$ cat src/rtl/framebuffer_row_reader.sv
// Reads one display row pair (row r and r+HALF_ROWS) from framebuffer port B
// and streams the paired RGB565 pixels per column over a valid/ready handshake.
module framebuffer_row_reader #(
  parameter int unsigned COLS      = 64,
  parameter int unsigned HALF_ROWS = 16,
  parameter int unsigned ADDR_W    = 11,
  parameter int unsigned DATA_W    = 16
) (
  input  logic                         Clock,
  input  logic                         ResetN,
  input  logic                         Start,
  input  logic [$clog2(HALF_ROWS)-1:0] RowIndex,
  output logic [ADDR_W-1:0]            AddressB,
  output logic                         ClockEnB,
  input  logic [DATA_W-1:0]            QB,
  output logic                         PixelValid,
  input  logic                         PixelReady,
  output logic [DATA_W-1:0]            PixelTop,
  output logic [DATA_W-1:0]            PixelBottom,
  output logic [$clog2(COLS)-1:0]      PixelCol,
  output logic                         Busy,
  output logic                         Done
);

  localparam int unsigned COL_W    = $clog2(COLS);
  localparam int unsigned ROW_W    = $clog2(HALF_ROWS);
  localparam int unsigned LAST_COL = COLS - 1;

  typedef enum logic [2:0] {
    S_IDLE    = 3'd0,
    S_RD_TOP  = 3'd1,
    S_RD_BOT  = 3'd2,
    S_CAP_BOT = 3'd3,
    S_PRESENT = 3'd4
  } state_t;

  state_t              r_state;
  state_t              w_state_nxt;

  logic [COL_W-1:0]    r_col;
  logic [ROW_W-1:0]    r_row;
  logic [ADDR_W-1:0]   r_addr;
  logic                r_cen;
  logic                r_valid;
  logic [DATA_W-1:0]   r_top;
  logic [DATA_W-1:0]   r_bot;
  logic [COL_W-1:0]    r_pcol;
  logic                r_busy;
  logic                r_done;

  logic [COL_W-1:0]    w_col_nxt;
  logic [ROW_W-1:0]    w_row_nxt;
  logic [ADDR_W-1:0]   w_addr_nxt;
  logic                w_cen_nxt;
  logic                w_valid_nxt;
  logic [DATA_W-1:0]   w_top_nxt;
  logic [DATA_W-1:0]   w_bot_nxt;
  logic [COL_W-1:0]    w_pcol_nxt;
  logic                w_busy_nxt;
  logic                w_done_nxt;
  logic                w_hs;
  logic                w_last;
  logic                w_accept;

  assign w_hs     = (r_state == S_PRESENT) && r_valid && PixelReady;
  assign w_last   = (r_col == COL_W'(LAST_COL));
  assign w_accept = (r_state == S_IDLE) && Start;

  // State register
  always_ff @(posedge Clock or negedge ResetN) begin
    if (!ResetN) begin
      r_state <= S_IDLE;
    end else begin
      r_state <= w_state_nxt;
    end
  end

  // Next-state logic
  always_comb begin
    w_state_nxt = r_state;
    case (r_state)
      S_IDLE:    if (Start) w_state_nxt = S_RD_TOP;
      S_RD_TOP:  w_state_nxt = S_RD_BOT;
      S_RD_BOT:  w_state_nxt = S_CAP_BOT;
      S_CAP_BOT: w_state_nxt = S_PRESENT;
      S_PRESENT: if (w_hs) w_state_nxt = w_last ? S_IDLE : S_RD_TOP;
      default:   w_state_nxt = S_IDLE;
    endcase
  end

  // Output logic: next values for the registered outputs, keyed on the state being entered
  always_comb begin
    w_col_nxt   = r_col;
    w_row_nxt   = r_row;
    w_addr_nxt  = r_addr;
    w_top_nxt   = r_top;
    w_bot_nxt   = r_bot;
    w_pcol_nxt  = r_pcol;
    w_done_nxt  = 1'b0;

    if (w_accept) begin
      w_row_nxt = RowIndex;
      w_col_nxt = '0;
    end else if (w_hs && !w_last) begin
      w_col_nxt = r_col + COL_W'(1);
    end

    // Top half occupies the lower half of the address space; the MSB selects the bottom half
    if (w_state_nxt == S_RD_TOP) begin
      w_addr_nxt = ADDR_W'({1'b0, w_row_nxt, w_col_nxt});
    end else if (w_state_nxt == S_RD_BOT) begin
      w_addr_nxt = ADDR_W'({1'b1, r_row, r_col});
    end

    if (r_state == S_RD_BOT) begin
      w_top_nxt = QB;
    end
    if (r_state == S_CAP_BOT) begin
      w_bot_nxt  = QB;
      w_pcol_nxt = r_col;
    end

    w_cen_nxt   = (w_state_nxt == S_RD_TOP) || (w_state_nxt == S_RD_BOT);
    w_valid_nxt = (w_state_nxt == S_PRESENT);
    w_busy_nxt  = (w_state_nxt != S_IDLE);
    if (w_hs && w_last) begin
      w_done_nxt = 1'b1;
    end
  end

  // Output and datapath registers
  always_ff @(posedge Clock or negedge ResetN) begin
    if (!ResetN) begin
      r_col   <= '0;
      r_row   <= '0;
      r_addr  <= '0;
      r_cen   <= 1'b0;
      r_valid <= 1'b0;
      r_top   <= '0;
      r_bot   <= '0;
      r_pcol  <= '0;
      r_busy  <= 1'b0;
      r_done  <= 1'b0;
    end else begin
      r_col   <= w_col_nxt;
      r_row   <= w_row_nxt;
      r_addr  <= w_addr_nxt;
      r_cen   <= w_cen_nxt;
      r_valid <= w_valid_nxt;
      r_top   <= w_top_nxt;
      r_bot   <= w_bot_nxt;
      r_pcol  <= w_pcol_nxt;
      r_busy  <= w_busy_nxt;
      r_done  <= w_done_nxt;
    end
  end

  assign AddressB    = r_addr;
  assign ClockEnB    = r_cen;
  assign PixelValid  = r_valid;
  assign PixelTop    = r_top;
  assign PixelBottom = r_bot;
  assign PixelCol    = r_pcol;
  assign Busy        = r_busy;
  assign Done        = r_done;

endmodule
$ cat config.mk
export PLATFORM = sky130hd
export DESIGN_NAME = framebuffer_row_reader
export DESIGN_NICKNAME = d
export VERILOG_FILES = /design/src/rtl/framebuffer_row_reader.sv
export SDC_FILE = /design/constraint.sdc
export NUM_CORES = 1
export LEC_CHECK = 0
export ABC_CLOCK_PERIOD_IN_PS = 2000
export CORE_MARGIN = 2
export CORE_UTILIZATION = 55
export DETAILED_ROUTE_END_ITERATION = 16
export DONT_BUFFER_PORTS = 1
export PLACE_DENSITY_LB_ADDON = 0.12
export SLEW_MARGIN = 20
export SYNTH_ARGS = -nofsm -noshare
export SYNTH_HDL_FRONTEND = slang
export SYNTH_SLANG_ARGS = --single-unit
$ cat constraint.sdc
create_clock -name Clock -period 2 [get_ports Clock]
set_clock_uncertainty 0.15 [all_clocks]
set_input_delay 0.4 -clock Clock [delete_from_list [all_inputs] [get_ports Clock]]
set_output_delay 0.4 -clock Clock [all_outputs]
set_load 0.1 [all_outputs]
# Word-level counts from Yosys, hierarchy flattened
# Index checks and enable logic that the tools add are counted.
op_classes:
  addsub: 1
  multipliers: 0
  n_div: 0
  n_lt_le_gt_ge: 0
  n_eq_ne: 8
  shifts: 0
  muxes: 10
  bitwise_logic: 0
  n_reduce_logical: 10
ops:
  columns: ["operator", "n"]
  rows:
  - ["two-way mux 11 bit", 2]
  - ["case mux 3 bit (5 select lines)", 1]
  - ["two-way mux 6 bit", 2]
  - ["equality test 3 x 2 -> 1 bit, second input constant", 3]
  - ["adder 6 x 1 -> 6 bit, second input constant", 1]
  - ["equality test 3 x 1 -> 1 bit, second input constant", 2]
  - ["equality test 3 bit, second input constant", 2]
  - ["equality test 6 bit, second input constant", 1]
  - ["two-way mux 3 bit", 2]
  - ["logical AND 1 bit", 5]
  - ["two-way mux 4 bit", 1]
  - ["logical NOT 3 bit", 1]
  - ["nonzero test 3 bit", 1]
  - ["two-way mux 1 bit", 2]
  - ["nonzero test 2 bit", 1]
  - ["logical NOT 1 bit", 1]
  - ["logical OR 1 bit", 1]
word_totals:
  ff_bits: 66
  latch_bits: 0
  ram_bits: 0
  romBits: 0
  inputBits: 24
  output_inout_bits: 53
  elab_cells: 40
  memories: 0

# Logic depth before layout (Yosys ltp)
# Gate-level depths: netlist of the first run.
logic_depth:
  word_depth: 8
  depth_mapped: 7

# Worst setup path before layout of the first run
# Ideal clock, no wire load.
synth_path:
  path_kind: "reg2reg"
  startpoint: "register r_valid, in the netlist PixelValid"
  endpoint: "register r_addr[3], in the netlist AddressB[3]"
  setup_time_ns: 0.129
  arrival_time_ns: 2.026
  setup_slack_ns: -0.305
  stages_incl_launch_ff: 7
  cell_sequence: "dfrtp_1 nand2_1 nor4b_4 a21oi_1 buf_2 a32oi_1 nand3_1"
synth_between:
  elab_chain_len: 6
synth_rtl:
  columns: ["item", "line_no", "rtl"]
  rows:
  - ["from (decl)", "44", "logic r_valid;"]
  - ["from (signal assigned)", "149", "r_valid <= w_valid_nxt;"]
  - ["logical AND 1 bit (*) (2 in a row)", "65", "assign w_hs = (r_state == S_PRESENT) && r_valid && PixelReady;"]
  - ["two-way mux 3 bit or logical AND 1 bit (tied branches)", "86, 104", null]
  - ["case mux 3 bit (5 select lines) or two-way mux 6 bit (tied branches)", "81, 104", null]
  - ["equality test 3 x 1 -> 1 bit, or another cell as far along", "109", "if (w_state_nxt == S_RD_TOP) begin"]
  - ["two-way mux 11 bit or nonzero test 2 bit (tied branches)", null, null]
  - ["to (signal assigned)", "147", "r_addr <= w_addr_nxt;"]
  - ["to (decl)", "42", "logic [ADDR_W-1:0] r_addr;"]
# Every way passes the cells marked *; elsewhere a longest branch is shown, timed or not.
# A chain may end at the register's enable or synchronous reset.

# Worst setup path after layout of the first run
layout_path:
  startpoint: "register r_col[1]"
  endpoint: "register r_busy, in the netlist Busy"
layout_between:
  elab_chain_len: 5
layout_rtl:
  columns: ["item", "line_no", "rtl"]
  rows:
  - ["from (decl)", "40", "logic [COL_W-1:0] r_col;"]
  - ["from (signal assigned)", "145", "r_col <= w_col_nxt;"]
  - ["equality test 6 bit", "66", "assign w_last = (r_col == COL_W'(LAST_COL));"]
  - ["two-way mux 1 bit", "86", "S_PRESENT: if (w_hs) w_state_nxt = w_last ? S_IDLE : S_RD_TOP;"]
  - ["two-way mux 3 bit", "86", null]
  - ["case mux 3 bit (5 select lines)", "81", "case (r_state)"]
  - ["net w_state_nxt[0]", "38", "state_t w_state_nxt;"]
  - ["nonzero test 3 bit", "125", "w_busy_nxt = (w_state_nxt != S_IDLE);"]
  - ["net w_busy_nxt", "59", "logic w_busy_nxt;"]
  - ["to (signal assigned)", "153", "r_busy <= w_busy_nxt;"]
  - ["to (decl)", "48", "logic r_busy;"]
# The timed path passes the listed nets, and every way through them passes these cells.

==> results of run 1 <==
[worst max-delay path: stages (launching register included)]
cell and delay, ns:
dfrtp_1 0.42, ha_1 0.19, and3_1 0.20, and3_4 0.23, nor2_4 0.08, or3_4 0.37, nand2b_4 0.14
[repair_timing]
action	in CTS	in global routing
gates resized for setup	0	0
endpoints found under the hold margin	66	66
buffers inserted	0	0
setup endpoints to repair	0	0
[worst max path at each step]
| stage | start | endpoint | slack [ns] | depth (start not counted) |
|---|---|---|---|---|
| after floorplan | PixelValid | AddressB[3] | 0.02 | 6 |
| after detailed placement | r_col[1] | Busy | 0.12 | 6 |
| after CTS | r_col[1] | Busy | 0.12 | 6 |
| after global placement | r_col[1] | Busy | 0.18 | 6 |
| final | r_col[1] | Busy | 0.12 | 6 |
| after global routing | r_col[1] | AddressB[7] | 0.03 | 6 |
[per-layer routing]
layer  part of all wire  global-route usage  vias up
met3              0.096              0.0949        9
met2               0.51               0.344       73
li1                   -                   -      743
met1               0.38               0.239      827
met5                  0                   0        -
met4              0.016               0.135        0
[synthesized netlist by cell type (all sizes together)]
master   n
a211oi   1
a21o     1
a21oi    5
a221o    1
a22oi    5
a32oi    2
and3     2
buf      8
clkbuf   4
dfrtp   66
ha       1
inv      5
mux2    38
mux2i    5
nand2   10
nand2b   1
nand3    6
nand3b   1
nand4    1
nor2    10
nor3     6
nor3b    2
nor4b    2
o211ai   1
o21a     2
o21ai    5
o31ai    1
or2      2
or3      2
xnor2    3
xor2     1
[stage by stage]
step	setup WS [ns]	cell area [um^2]	util	instances
floorplan	0.0221	2730	-	200
global placement	0.183	2930	0.616	276
detailed placement	0.118	2930	0.616	276
CTS	0.124	3090	0.650	292
global route	0.0333	3090	0.650	292
finish	0.122	3090	0.650	292
[logic make-up (layout without fill, tap and decap cells)]
| logic type | after synthesis | count (layout) | share of synthesized area |
|---|---|---|---|
| muxes | 43 | 43 | 0.175 |
| DFF | 66 | 66 | 0.605 |
| buffers and inverters | 17 | 42 | 0.0298 |
| xor gates and xnor gates | 4 | 4 | 0.0128 |
| and+or+nand+nor | 45 | 45 | 0.109 |
| AOI/OAI and AO/OA | 24 | 24 | 0.0637 |
| adders and majority gates | 1 | 1 | 0.00458 |
[final cells by class]
type,instances,share of cell area
inverters,5,0.00607
flip-flops and latches,66,0.535
repair buffers,21,0.0550
clock inverters,3,0.00486
multi-input cells,117,0.324
well taps,67,0.0271
clock buffers,13,0.0482
[registers in the layout (all words and copies together) (netlist names), 3 cells and up]
| name | count |
|---|---|
| AddressB | 11 |
| PixelBottom | 16 |
| PixelCol | 6 |
| PixelTop | 16 |
| r_col | 6 |
| r_row | 4 |
| r_state | 3 |
==> impl_metrics.yaml, run 1 <==
logic_synthesis:
  synth.distinct_cells: 37
  synth_top_cell_by_area: "dfrtp_1"
  synth_cells: 200
  ys_seq_area_frac: 0.605
  yosysTopAreaCellShare: 0.605
  synth_warnings: 0
  netlist_area_um2: 2730
  synth_area_leaders: "dfrtp_1 60%, mux2_2 16%, mux2i_1 1.8%, nor4b_4 1.7%, a22oi_1 1.4%"
  syn_avg_cell_area_um2: 13.7
  ys_seq_elements: 66
  synth_nets: 225
timing:
  period_needed_ns: 1.88
  period_share: 0.939
  slew_headroom: 0.371
  tns_ns: 0
  hold_viol: 66
  setup_viol: 0
  tightest_slew_ns: 0.943
  slew_violations: 0
  max_freq_ghz: 0.532
  hold_ws_ns: -0.396
  grt_setup_unrepaired: "false"
global_routing:
  antenna_found_initial: 0
  grt_pass1_wl_um: 8780
  grt_use_total: 0.217
  grt.overflow.total: 0
  grt_max_degree: 67
  grt_pass1_vias: 1829
setup_path:
  cp_max_fo: 7
  rr_endpoint: "Busy"
  crit_type: "flip-flop to flip-flop"
  crit_required_ns: 2.08
  start_kind: "flip-flop"
  reg2reg_depth: 6
  r2r-start: "r_col[1]"
  cp-end-kind: "flip-flop"
  arrival_ns: 1.96
  reg2reg_slack_ns: 0.12
floorplan:
  die_area_um2: 5540
  core-area_um2: 4750
  die_w_um: 74.5
  die_h_um: 74.5
  initial_utilization: 0.574
  io_pins: 77
  rows: 25
drt:
  via_count: 1652
  detail_route.first_pass.iterations: 4
  route.detailed.drc: 0
  wl_per_cell_um: 18.7
  antenna_left: 0
  wl_um: 5460
  vias_per_cell: 5.66
  drt_iter0_drc: 94
place:
  port_buffers: 0
  hpwl_um: 3860
  place_congestion: 0.815
final_layout:
  n_antenna_cell: 0
  syn2layout_area_growth_pct: 13.2
  final_cell_mix: "65 x dfrtp_1, 38 x mux2_2, 20 x buf_4"
  nets: 245
  drive_gt1_frac: 0.378
  multi_input_area_um2: 1000
  final_common_cell: "dfrtp_1"
  register_area_um2: 1650
  fillerInstances: 373
cts:
  htree_levels: 3
  cts_tree: "done"
  clockBufferDepth: 2
  path_clk_slew_ns: 0.07
  clock_sink_count: 66
  ctsRootBufferMaster: "clkbuf_8"
  cts_buffers: 9
  insertion_delay_ns: 0.33
flow_run:
  maxCapViolCount: 0
run_status:
  violations: "hold timing"
  status: "complete, but fails checks"
worst_hold_path:
  min_path_type: "input pin to async pin"
Power of run 1 is not shown: default switching activity piles up to over one toggle a cycle in this logic, so the estimate is an artifact.
==> run 2, diff against run 1 <==
--- a/config.mk
+++ b/config.mk
@@ -7,7 +7,7 @@
 export LEC_CHECK = 0
 export ABC_CLOCK_PERIOD_IN_PS = 2000
 export CORE_MARGIN = 2
-export CORE_UTILIZATION = 55
+export CORE_UTILIZATION = 38
 export DETAILED_ROUTE_END_ITERATION = 16
 export DONT_BUFFER_PORTS = 1
 export PLACE_DENSITY_LB_ADDON = 0.12
==> run 2 against run 1 <==
Net effect:
- setup slack got worse by 0.010 ns
- non-clock buffer count decreased by 1
- cell count rose by 9.6%
- critical endpoint unchanged
- first-iteration DRC count is 40% lower
- via count down 2.8%
- fmax fell by 0.55%
- hold slack gained 0.0013 ns
- sequential share of layout area decreased by 0.96 points
- sequential cell count unchanged
- core utilization fell by 19 points
- critical path type unchanged
- the flow still finishes with violations (hold timing)
- register-to-register slack is essentially flat
- count of clock-buffer cells in the layout down 3
==> impl_metrics.yaml, run 2 (same netlist as run 1, synthesis figures left out) <==
drt:
  wl_met1_um: 2260
  via_count: 1605
  top_layer: "met4"
  wl_met2_um: 2860
  wl_per_cell_um: 17.4
  vias_per_cell: 5.02
  detail_route.first_pass.iterations: 4
  wl_um: 5580
  antenna_left: 0
  drt_iter0_drc: 56
  dr_wl_met3_um: 371
  route.detailed.drc: 0
global_routing:
  grt.overflow.total: 0
  grt_pass1_wl_um: 9050
  grt_pass1_vias: 1738
  grt_use_total: 0.152
  antenna_found_initial: 0
  grt_max_degree: 67
run_status:
  violations: "hold timing"
  status: "complete, but fails checks"
floorplan:
  initial_utilization: 0.397
  io_pins: 77
  die_w_um: 88.8
  die_h_um: 88.8
  rows: 30
  die_area_um2: 7880
  core-area_um2: 6870
setup_path:
  crit_type: "flip-flop to flip-flop"
  crit_required_ns: 2.07
  crit_slowest_cell: "dfrtp_1"
  cp-end-kind: "flip-flop"
  crit_path_start: "r_col[1]"
  r2r-start: "r_col[1]"
  arrival_ns: 1.96
  start_kind: "flip-flop"
  max_stage_delay_ns: 0.42
  cp_max_fo: 7
  worstPathCellList: "ha_1 -> and3_1 -> and3_4 -> nor2_4 -> or3_4 -> nand2b_4"
cts:
  clock_sink_count: 66
  cts_resized: 0
  ctsRootBufferMaster: "clkbuf_8"
  postCtsSetupBuffers: 0
  cts_buffers: 9
  cts_tree: "done"
  insertion_delay_ns: 0.33
  htree_levels: 3
  clockBufferDepth: 2
  path_clk_slew_ns: 0.08
timing:
  hold_viol: 66
  setup_viol: 0
  max_freq_ghz: 0.529
  hold_ws_ns: -0.395
  grt_setup_unrepaired: "false"
  slew_violations: 0
  slew_headroom: 0.386
  tightest_slew_ns: 0.921
  tns_ns: 0
  period_share: 0.944
  period_needed_ns: 1.89
place:
  post-place-cells: 304
  place_congestion: 0.862
  hpwl_um: 4000
  port_buffers: 0
final_layout:
  final_common_cell: "dfrtp_1"
  final_cell_mix: "65 x dfrtp_1, 38 x mux2_2, 20 x buf_4"
  nets: 244
  fin_cells: 320
  n_antenna_cell: 0
  syn2layout_area_growth_pct: 15.3
  drive_gt1_frac: 0.388
flow_run:
  maxCapViolCount: 0
worst_hold_path:
  min_path_type: "input pin to async pin"
-- run 2: changes by cell type in the layout (fill, tap and decap cells not counted) --
cell        before  now
clkinvlp_4       0    3
clkinv_4         0    1
clkbuf_1         3    0
clkinv_2         3    1
buf_12           1    0
bufinv_16        0    1
-- run 2: metrics by stage --
stage               hold WS, ns  worst slack, ns  cell area (um^2)  utilization
floorplan               -0.0456           0.0221              2730            -
global placement        -0.0436            0.175              2940        0.429
detailed placement      -0.0432            0.128              2940        0.429
CTS                      -0.412            0.112              3150        0.458
global route             -0.421           0.0248              3150        0.458
finish                   -0.395            0.111              3150        0.458
-- run 2: final timing paths --
check	slack, ns	endpoint	depth (start not counted)
min in group Clock	0.06	r_row[3]	2
max in group asynchronous	1.99	PixelTop[11]	0
worst min register to register	0.32	AddressB[1]	2
worst min-delay path	-0.39	Done	0
worst max-delay path	0.11	Busy	6
worst max register to register	0.11	Busy	6
-- run 2: critical path, delay by kind of cell, from the launching register on --
kind | cells | cell delay [ns]
flops | 1 | 0.42
fa+ha+maj | 1 | 0.19
simple gates | 5 | 1.02
-- run 2: final cells by class --
cell class                 instances  area, um^2
clock buffer                      10         138
clock inverter                     6        66.3
fill                             634        3720
inverter                           5        18.8
multi-input combinational        117        1000
sequential                        66        1650
tap                               96         120
timing repair buffer              20         150
-- run 2: routing by layer --
metal / global-route usage / vias up
li1: - / 744
met1: 0.185 / 806
met2: 0.254 / 46
met3: 0.0438 / 9
met4: 0.0620 / 0
met5: 0 / -
Power of run 2 is left out for the same reason.
==> run 3, diff against run 2 <==
--- a/config.mk
+++ b/config.mk
@@ -6,8 +6,9 @@
 export NUM_CORES = 1
 export LEC_CHECK = 0
 export ABC_CLOCK_PERIOD_IN_PS = 2000
+export CORE_ASPECT_RATIO = 0.5
 export CORE_MARGIN = 2
-export CORE_UTILIZATION = 38
+export CORE_UTILIZATION = 40
 export DETAILED_ROUTE_END_ITERATION = 16
 export DONT_BUFFER_PORTS = 1
 export PLACE_DENSITY_LB_ADDON = 0.12
==> run 3 against run 2 <==
Net effect:
- the flow still finishes with violations (hold timing)
- final area increased by 2.9%
- setup slack improved by 0.00087 ns
- wire length decreased by 1.7%
- cell count decreased by 1.3%
- hold slack improved by 0.014 ns
- global-route usage increased by 1.0 points
- count of clock-buffer cells in the layout increased by 4
- core utilization increased by 2.9 points
- register-to-register slack about the same
- sequential cell count unchanged
- non-clock buffer count unchanged
- largest cell class unchanged
==> impl_metrics.yaml, run 3 (same netlist as run 1, synthesis figures left out) <==
run_status:
  status: "complete, but fails checks"
  violations: "hold timing"
global_routing:
  antenna_found_initial: 0
  grt.overflow.total: 0
  grt_use_total: 0.162
  grt_max_degree: 67
  grt_pass1_wl_um: 9310
  grt_pass1_vias: 1808
timing:
  slew_violations: 0
  grt_setup_unrepaired: "false"
  tightest_slew_ns: 0.947
  period_needed_ns: 1.89
  hold_ws_ns: -0.381
  hold_viol: 66
  max_freq_ghz: 0.530
  setup_viol: 0
  period_share: 0.944
  tns_ns: 0
  slew_headroom: 0.369
cts:
  clockBufferDepth: 2
  insertion_delay_ns: 0.32
  cts_tree: "done"
  ctsRootBufferMaster: "clkbuf_16"
  htree_levels: 3
  path_clk_slew_ns: 0.05
  cts_buffers: 9
  clock_sink_count: 66
drt:
  route.detailed.drc: 0
  vias_per_cell: 5.03
  antenna_left: 0
  detail_route.first_pass.iterations: 4
  wl_per_cell_um: 17.3
  drt_iter0_drc: 59
  wl_um: 5480
  via_count: 1588
worst_hold_path:
  min_path_type: "input pin to async pin"
setup_path:
  rr_endpoint: "Busy"
  worstPathCellList: "ha_1 -> and3_1 -> and3_4 -> nor2_4 -> or3_4 -> nand2b_4"
  cp_max_fo: 7
  start_kind: "flip-flop"
  r2r-start: "r_col[1]"
  max_stage_delay_ns: 0.41
  arrival_ns: 1.95
  cp-end-kind: "flip-flop"
  crit_required_ns: 2.06
  reg2reg_depth: 6
  reg2reg_slack_ns: 0.11
  crit_type: "flip-flop to flip-flop"
  crit_slowest_cell: "dfrtp_1"
floorplan:
  io_pins: 77
  die_h_um: 62.4
  die_w_um: 121
  initial_utilization: 0.411
  rows: 21
  core-area_um2: 6650
  die_area_um2: 7540
final_layout:
  drive_gt1_frac: 0.375
  final_cell_mix: "65 x dfrtp_1, 38 x mux2_2, 20 x buf_4"
  fillerInstances: 588
  nets: 244
  syn2layout_area_growth_pct: 18.6
  final_common_cell: "dfrtp_1"
  n_antenna_cell: 0
flow_run:
  maxCapViolCount: 0
place:
  port_buffers: 0
  place_congestion: 0.754
  hpwl_um: 3700
run 3: stage by stage:
| step | cell area, um^2 | utilization | hold WS (ns) | setup WS [ns] | cells |
|---|---|---|---|---|---|
| CTS | 3240 | 0.487 | -0.394 | 0.108 | 316 |
| floorplan | 2730 | - | -0.0456 | 0.0221 | 200 |
| global placement | 2940 | 0.442 | -0.0445 | 0.182 | 300 |
| finish | 3240 | 0.487 | -0.381 | 0.112 | 316 |
| detailed placement | 2940 | 0.442 | -0.0446 | 0.135 | 300 |
| global route | 3240 | 0.487 | -0.401 | 0.0251 | 316 |
run 3: cell type report:
class / count / area, um^2 / area share
flip-flops and latches: 66 / 1650 / 0.510
multi-input cells: 117 / 1000 / 0.310
clock buffers: 14 / 264 / 0.0815
repair buffers: 20 / 150 / 0.0464
well taps: 92 / 115 / 0.0355
clock inverters: 2 / 35.0 / 0.0108
inverters: 5 / 18.8 / 0.00580
run 3: worst max-delay path, delay by kind of cell (launching register included):
family	cells	cell delay, ns
simple gates	5	1.03
flops	1	0.41
fa+ha+maj	1	0.19
run 3: worst max-delay path by stage:
stage	cells after the start	startpoint	slack [ns]	end
2_1_floorplan	6	PixelValid	0.02	AddressB[3]
3_3_place_gp	6	r_col[1]	0.18	Busy
3_5_place_dp	6	r_col[1]	0.13	Busy
4_1_cts	6	r_col[1]	0.11	Busy
5_1_grt	6	r_col[1]	0.03	Busy
6_report	6	r_col[1]	0.11	Busy
run 3: repair_timing:
action / in CTS / in global routing
setup endpoints to repair: 0 / 0
hold endpoints to repair: 66 / 66
resized for setup: 0 / 0
buffers inserted: 0 / 0
run 3: layer usage:
| layer | GRT usage | part of all wire | up-vias |
|---|---|---|---|
| met1 | 0.207 | 0.44 | 792 |
| met4 | 0.0596 | 0.011 | 0 |
| met5 | 0 | 0 | - |
| met2 | 0.237 | 0.46 | 50 |
| met3 | 0.0839 | 0.094 | 7 |
| li1 | - | - | 739 |
Power of run 3 is left out for the same reason.
